File: src/rtl/fetch_stage.sv
// rtl/fetch_stage.sv - instruction fetch stage with IF/ID pipeline register
//
// Fetches 16-bit instructions from instruction memory over a req/ack
// handshake and presents one instruction per cycle to the decoder. It
// handles three downstream events: a decode stall, using a one-entry skid
// buffer; a branch redirect, which flushes IF/ID; and a redirect that
// arrives while a request is still in flight.
//
// Optional build macro: FETCH_PERF_CNT_EN adds saturating stall, redirect
// and drop counters.
//
// Ports:
//   clk, rst          clock; asynchronous active-high reset
//   imem_req          fetch request to instruction memory
//   imem_addr         word address of the request (the PC)
//   imem_rdata        instruction word, valid when imem_ack=1
//   imem_ack          request completes this cycle
//   stall             decode cannot accept; IF/ID holds
//   br_taken          redirect pulse
//   br_target         redirect address
//   instruction       IF/ID instruction to decode (NOP_INSTR when invalid)
//   pc_plus1          address of the held instruction plus 1
//   if_valid          instruction holds a real fetched word
//   perf_*_cnt        (FETCH_PERF_CNT_EN only) saturating event counters

module fetch_stage #(
    parameter int              PC_W      = 16,
    parameter logic [PC_W-1:0] RESET_PC  = '0,
    parameter logic [15:0]     NOP_INSTR = 16'h0000
) (
    input  logic            clk,
    input  logic            rst,
    output logic            imem_req,
    output logic [PC_W-1:0] imem_addr,
    input  logic [15:0]     imem_rdata,
    input  logic            imem_ack,
    input  logic            stall,
    input  logic            br_taken,
    input  logic [PC_W-1:0] br_target,
    output logic [15:0]     instruction,
    output logic [PC_W-1:0] pc_plus1,
`ifdef FETCH_PERF_CNT_EN
    output logic [15:0]     perf_stall_cnt,
    output logic [15:0]     perf_redirect_cnt,
    output logic [15:0]     perf_drop_cnt,
`endif
    output logic            if_valid
);

    typedef enum logic [1:0] {
        S_IDLE = 2'd0,
        S_REQ  = 2'd1,
        S_BUF  = 2'd2,
        S_DROP = 2'd3
    } state_t;

    state_t          state;
    state_t          state_nxt;
    logic [PC_W-1:0] pc;
    logic [PC_W-1:0] pc_inc;
    // While a squashed request drains in DROP, pc (and so imem_addr) must
    // stay on the old address. The redirect target waits here until the ack.
    logic [PC_W-1:0] redir_pc;
    // The skid buffer is full exactly when state == S_BUF.
    logic [15:0]     skid_instr;
    logic [PC_W-1:0] skid_pc1;
    // A redirect with no ack leaves a request in flight that must drain.
    logic            redir_pending;

    assign pc_inc        = pc + PC_W'(1);
    assign imem_addr     = pc;
    assign redir_pending = (state == S_REQ || state == S_DROP) && !imem_ack;

    // State register
    always_ff @(posedge clk or posedge rst) begin
        if (rst) begin
            state <= S_IDLE;
        end else begin
            state <= state_nxt;
        end
    end

    // Next-state logic; a redirect takes priority over stall and ack
    always_comb begin
        state_nxt = state;
        case (state)
            S_IDLE: state_nxt = S_REQ;
            S_REQ: begin
                if (br_taken) begin
                    state_nxt = imem_ack ? S_REQ : S_DROP;
                end else if (imem_ack && stall) begin
                    state_nxt = S_BUF;
                end
            end
            S_BUF: begin
                if (br_taken || !stall) begin
                    state_nxt = S_REQ;
                end
            end
            // A redirect alongside the draining ack goes straight to the
            // new target; without an ack, DROP keeps waiting.
            S_DROP: begin
                if (imem_ack) begin
                    state_nxt = S_REQ;
                end
            end
            default: state_nxt = S_IDLE;
        endcase
    end

    // Output logic
    always_comb begin
        imem_req = (state == S_REQ) || (state == S_DROP);
    end

    // PC, IF/ID register and skid buffer
    always_ff @(posedge clk or posedge rst) begin
        if (rst) begin
            pc          <= RESET_PC;
            redir_pc    <= RESET_PC;
            instruction <= NOP_INSTR;
            pc_plus1    <= '0;
            if_valid    <= 1'b0;
            skid_instr  <= NOP_INSTR;
            skid_pc1    <= '0;
        end else if (br_taken) begin
            instruction <= NOP_INSTR;
            if_valid    <= 1'b0;
            if (redir_pending) begin
                redir_pc <= br_target;
            end else begin
                pc <= br_target;
            end
        end else begin
            case (state)
                S_REQ: begin
                    if (imem_ack) begin
                        pc <= pc_inc;
                        if (!stall) begin
                            instruction <= imem_rdata;
                            pc_plus1    <= pc_inc;
                            if_valid    <= 1'b1;
                        end else begin
                            skid_instr <= imem_rdata;
                            skid_pc1   <= pc_inc;
                        end
                    end else if (!stall) begin
                        instruction <= NOP_INSTR;
                        if_valid    <= 1'b0;
                    end
                end
                S_BUF: begin
                    if (!stall) begin
                        instruction <= skid_instr;
                        pc_plus1    <= skid_pc1;
                        if_valid    <= 1'b1;
                    end
                end
                S_DROP: begin
                    if (imem_ack) begin
                        pc <= redir_pc;
                    end
                end
                default: ;
            endcase
        end
    end

`ifdef FETCH_PERF_CNT_EN
    logic drop_evt;

    assign drop_evt = imem_ack &&
                      ((state == S_DROP) || (state == S_REQ && br_taken));

    always_ff @(posedge clk or posedge rst) begin
        if (rst) begin
            perf_stall_cnt    <= '0;
            perf_redirect_cnt <= '0;
            perf_drop_cnt     <= '0;
        end else begin
            if (stall && if_valid && perf_stall_cnt != 16'hFFFF) begin
                perf_stall_cnt <= perf_stall_cnt + 16'd1;
            end
            if (br_taken && perf_redirect_cnt != 16'hFFFF) begin
                perf_redirect_cnt <= perf_redirect_cnt + 16'd1;
            end
            if (drop_evt && perf_drop_cnt != 16'hFFFF) begin
                perf_drop_cnt <= perf_drop_cnt + 16'd1;
            end
        end
    end
`endif

endmodule
File: config.mk
export PLATFORM = sky130hd
export DESIGN_NAME = fetch_stage
export DESIGN_NICKNAME = d
export VERILOG_FILES = /design/src/rtl/fetch_stage.sv
export SDC_FILE = /design/constraint.sdc
export NUM_CORES = 1
export LEC_CHECK = 0
export CORE_MARGIN = 10
export CORE_UTILIZATION = 48
export CTS_CLUSTER_DIAMETER = 150
export CTS_CLUSTER_SIZE = 24
export DETAILED_ROUTE_END_ITERATION = 12
export PLACE_DENSITY_LB_ADDON = 0.08
export SYNTH_ARGS = -nofsm -noshare
export SYNTH_HDL_FRONTEND = slang
export SYNTH_SLANG_ARGS = --single-unit
File: constraint.sdc
create_clock -name clk -period 3.23 [get_ports clk]
set_clock_uncertainty 0.15 [all_clocks]
set_input_delay 0.4845 -clock clk [delete_from_list [all_inputs] [get_ports clk]]
set_output_delay 0.4845 -clock clk [all_outputs]
set_load 0.01 [all_outputs]
# [Word-level counts from Yosys, hierarchy flattened]
# Index checks and enable logic that the tools add are counted.
[word_totals] register_bits=99 latch_bits=0 ramBits=0 romBits=0 input_bits=37 elab_cells=68 mem_count=0
[op_classes] addsub=1 multipliers=0 div_mod_pow=0 order_cmp=0 n_eq_ne=15 shifts=0 muxes=26 bitwise=1 reduce_logical=17
[op_table] op="two-way mux 16 bit" n=12
[op_table] op="one-hot mux 16 bit (2 select lines)" n=3
[op_table] op="adder 16 x 1 -> 16 bit, second input constant" n=1
[op_table] op="inequality test 3 bit, second input constant" n=5
[op_table] op="inequality test 2 bit, second input constant" n=6
[op_table] op="two-way mux 2 bit" n=5
[op_table] op="one-hot mux 2 bit (4 select lines)" n=1
[op_table] op="AND reduction 4 bit" n=2
[op_table] op="AND reduction 3 bit" n=2
[op_table] op="nonzero test 3 bit" n=2
[op_table] op="AND reduction 5 bit" n=1
[op_table] op="equality test 2 bit, second input constant" n=2
[op_table] op="two-way mux 1 bit" n=4
[op_table] op="inequality test 4 bit, second input constant" n=1
[op_table] op="AND reduction 2 bit" n=2
[op_table] op="equality test 2 x 1 -> 1 bit, second input constant" n=1
[op_table] op="logical AND 1 bit" n=2
[op_table] op="zero test 1 bit" n=2
[op_table] op="zero test 2 bit" n=1
[op_table] op="logical OR 1 bit" n=2
[op_table] op="one-hot mux 1 bit (2 select lines)" n=1
[op_table] op="nonzero test 2 bit" n=1
[op_table] op="inverter 1 bit" n=1

# [Logic depth before layout (Yosys ltp)]
[logic_depth] word_depth=5 ltp_mapped=9

# [Worst setup path after synthesis]
# OpenSTA, ideal clock, no wires.
[synth_path] path_type="flip-flop to flip-flop" from="register state[0]" to="register pc[15] (netlist: imem_addr[15])" setup_ns=0.135 arrival_ns=1.701 path_slack_ns=1.244 path_stages_with_launch=8 period_less_slack_ns=1.986 path_cell_list="dfrtp_1 ha_1 buf_4 nor2_4 mux2i_4 buf_4 mux2i_1 a21oi_1"
[synth_between] elab_chain_len=5 elab_cells_between_ends=11 cone_classes="eq/ne (5); mux (2); reduce/logical (4)"
[synth_lines] element="start: declaration" line_no="57" text="state_t state;"
[synth_lines] element="start signal: assignment" line_no="79" text="state <= state_nxt;"
[synth_lines] element="equality test 2 x 1 -> 1 bit / equality test 2 bit (equally long branches)" line_no="72, 135"
[synth_lines] element="logical OR 1 bit" line_no="72" text="assign redir_pending = (state == S_REQ || state == S_DROP) && !imem_ack;"
[synth_lines] element="logical AND 1 bit" line_no="72"
[synth_lines] element="inequality test 2 bit (no line)"
[synth_lines] element="AND reduction 4 bit (no line)"
[synth_lines] element="end signal: assignment" line_no="132" text="pc <= br_target;"
[synth_lines] element="end signal: assignment" line_no="138" text="pc <= pc_inc;"
[synth_lines] element="end signal: assignment" line_no="161" text="pc <= redir_pc;"
[synth_lines] element="end: declaration" line_no="59" text="logic [PC_W-1:0] pc;"
# Several ways; a longest one is shown, not always the timed one.
# A chain may end at the register's enable or synchronous reset.

# [Worst setup path after layout]
[layout_path] from="register state[1]" to="output imem_req"
[layout_between] elab_chain_len=2 elab_cells_between_ends=3 cone_classes="eq/ne (2); reduce/logical (1)"
[layout_lines] element="equality test 2 x 1 -> 1 bit / equality test 2 bit (equally long branches)" line_no="113" text="imem_req = (state == S_REQ) || (state == S_DROP);"
[layout_lines] element="logical OR 1 bit *" line_no="113"
[layout_lines] element="end: declaration" line_no="33" text="output logic imem_req,"
# Mark *: on every way between the ends. The rest lies on a longest branch, timed or not.

==> metrics <==
FF-to-FF End instruction[13]$_DFFE_PP0P_; GR Overflow Total 0; setup total negative slack 0 ps; P per Cell Area about 910 mW/mm^2; run status finished, final reports clean; number of CTS-inserted buffers 9; max-slew violation count 0; CTS tree yes; Post-Syn Area about 0.0050 sq mm; sw frac approximately 38%; ratio of cells with drive above 1 in the final layout 19.4%; Worst Setup EP imem_req; Placeable Area 0.0102 sq mm; DR WL/cell around 18 um; Min Hold Slack about 300 ps; via density per instance 5.49; port bufs 86; CTS sink cnt 99; Area Growth Syn to Fin 24.0%; Seq pwr share 39.9%; Seq cells post-synth 99; postcts setup bufs 0; RSZ-0062 raised after global routing false; Max Cap Viol 0; Hold WC Path Type input pin to async pin; CP Capture Type output pin; critical path launch point state[1]$_DFFE_PP0P_; number of synthesized flops with an enable pin 0; RePlAce Congestion 0.821; slack of the worst reg-to-reg path 670 ps; final WL 11800 um; r2r startpoint state[0]$_DFFE_PP0P_; startpoint types flip-flop; internal cell power 3.48 mW; IO Pins between 80 and 90; Die Width about 120 um; cell mode on critical path inv_1; dpl hpwl 8480 um; Vias 3659; CTS Buffer Depth 2; pin count of the biggest net entering global routing 73; final hold vios 0; Die Ht ~120 um; synth unique cells 52; CP Cell Sequence inv_1 -> ha_1 -> nor2_4 -> inv_1 -> clkdlybuf4s50_1; Critical Path RT approximately 2600 ps; CP arrival 1950 ps; Ant. Diodes 0; Initial Util 48.6%; Rel. slew slack 46.7%; crit path buf inv count 3; fin crit share 80.2%; Top FF cell, synth dfrtp_1; Post-Syn Nets 487; Post-synth ARST share 100%; Leakage 2.49 nW; drt drc 0; Comb power frac 45.3%; CP max stage cell clkdlybuf4s50_1; Syn Area/Cell 11.1 sq um; antenna-violating nets left 0; slew of the pin with the lowest slew margin 799 ps; Hold Buf Count CTS 0; clock share of power 14.8%; aggregate global-route resource usage 16.5%; root buf cell clkbuf_8; post-cts gate resize count 0; CP top delay family buffers and inverters; DRT Pass-1 Iters 4; CP Depth 5; clock latency on the worst-skew pair 350 ps; Seq/Total Area, Yosys approximately 50%; R2R depth 6; VDD IR max ~0.48 mV; CP max stage delay 510 ps; NetSw 2.10 mW; initial antenna violation count 0; # rows 37; vias in the first global route a little under 4k; global-route wire length before repair roughly 20000 um; Setup-failing EPs final 0; crit path kind flip-flop to output pin; cells after synthesis 446; H-tree Lvls 3; CTS clk-pin slew, worst paths 90 ps; min Tclk post-route 2590 ps; Initial DRC Count approximately 240; Nets 566; YS warnings 0; Die ar. 0.0148 sq mm; Max FO, Critical Path 9; Max Clk Rate 386 MHz
[power groups by stage]
stage                     clock (mW)  combinational (mW)  sequential, mW
after floorplan                    0                1.58            2.24
after global placement             0                2.50            2.23
after detailed placement           0                2.55            2.24
after CTS                      0.849                2.57            2.22
after global routing           0.906                2.79            2.31
final                          0.829                2.53            2.23
[final cells by class]
class | count | area (sq um)
Tap cell | 136 | 170
Clock buffer | 12 | 165
Fill cell | 881 | 4050
Clock inverter | 4 | 47.5
Sequential cell | 99 | 2480
Multi-Input combinational cell | 307 | 2270
Inverter | 12 | 47.5
Timing Repair Buffer | 96 | 961
[per-layer routing]
layer	GRT usage, %	part of all wire [%]
met1	20.0	44
met2	28.3	50
met3	5.32	5.0
met4	3.20	0.86
met5	0	0
[kinds of logic (layout without fill, tap and decap cells)]
logic type / after synthesis / in the layout / synth area share, %
flip-flops: 99 / 99 / 50.0
AO/OA/AOI/OAI: 122 / 122 / 16.1
buffers and inverters: 40 / 124 / 4.27
multiplexers: 66 / 66 / 14.6
AND/OR/NAND/NOR: 106 / 106 / 12.3
adder cells (fa/ha/maj): 4 / 4 / 1.01
XOR/XNOR: 9 / 9 / 1.59
[per-stage QoR]
stage / cells / power (mW) / util (%) / worst slack [ps] / area, sq um
after CTS: 666 / 5.64 / 60.3 / 608 / 6140
after global routing: 666 / 6.01 / 60.3 / 493 / 6140
after detailed placement: 650 / 4.80 / 58.2 / 425 / 5930
after global placement: 650 / 4.72 / 58.2 / 518 / 5930
after floorplan: 446 / 3.81 / - / 5.07 / 4950
final: 666 / 5.58 / 60.3 / 641 / 6140
[cells in the mapped netlist, types with 4 or more instances]
master / instances / share of area, %
o22ai_1: 5 / 0.63
buf_4: 6 / 0.91
nand2_1: 40 / 3.0
clkbuf_1: 11 / 0.83
nor3_1: 5 / 0.51
o21ai_0: 40 / 4.0
nand3_1: 4 / 0.40
nor2_1: 20 / 1.5
nand4_1: 8 / 1.0
o21a_1: 4 / 0.61
o21ai_1: 6 / 0.61
xnor2_1: 8 / 1.4
a21oi_1: 20 / 2.0
mux2i_1: 24 / 4.9
o22a_1: 7 / 1.2
o31ai_1: 5 / 0.76
inv_1: 12 / 0.91
buf_2: 6 / 0.61
mux2_2: 41 / 9.3
o21ai_2: 10 / 1.8
nand2b_1: 7 / 0.88
ha_1: 4 / 1.0
o211ai_2: 4 / 1.0
buf_6: 4 / 0.91
dfrtp_1: 99 / 50
[worst register-to-register path: stages (launching register included)]
cell and delay, ps:
dfrtp_1 410, inv_1 80, ha_2 180, buf_4 450, inv_1 290, a211o_1 640, o21ai_0 270
[placed cells by master (no fill, tap or decap), types with 4 or more instances in the layout]
cell type | Yosys | layout
dfrtp_1 | 99 | 99
clkdlybuf4s50_1 | 0 | 86
mux2_2 | 41 | 41
nand2_1 | 40 | 40
o21ai_0 | 40 | 40
mux2i_1 | 24 | 24
nor2_1 | 20 | 20
a21oi_1 | 20 | 20
clkbuf_8 | 0 | 12
inv_1 | 12 | 11
o21ai_2 | 10 | 10
nand4_1 | 8 | 8
xnor2_1 | 8 | 8
buf_4 | 6 | 8
nand2b_1 | 7 | 7
o22a_1 | 7 | 7
o21ai_1 | 6 | 6
nor3_1 | 5 | 5
o31ai_1 | 5 | 5
o22ai_1 | 5 | 5
o21a_1 | 4 | 4
o211ai_2 | 4 | 4
[state kept, by name (all words and copies together), names as in the netlist]
register,cells
redir_pc,16
instruction,16
if_valid,1
pc_plus1,16
state,2
imem_addr,16
skid_instr,16
skid_pc1,16
[worst min path at each step]
stage / cells after the start / start / endpoint / slack [ps]
after floorplan: 2 / skid_pc1[11]$_DFFE_PP0P_ / skid_pc1[11]$_DFFE_PP0P_ / 290
after global placement: 2 / skid_pc1[6]$_DFFE_PP0P_ / skid_pc1[6]$_DFFE_PP0P_ / 300
after detailed placement: 2 / skid_pc1[6]$_DFFE_PP0P_ / skid_pc1[6]$_DFFE_PP0P_ / 310
after CTS: 2 / rst / instruction[8]$_DFFE_PP0P_ / 300
after global routing: 2 / rst / instruction[8]$_DFFE_PP0P_ / 320
final: 2 / rst / instruction[8]$_DFFE_PP0P_ / 310
Power figures use the tool's default switching activity.
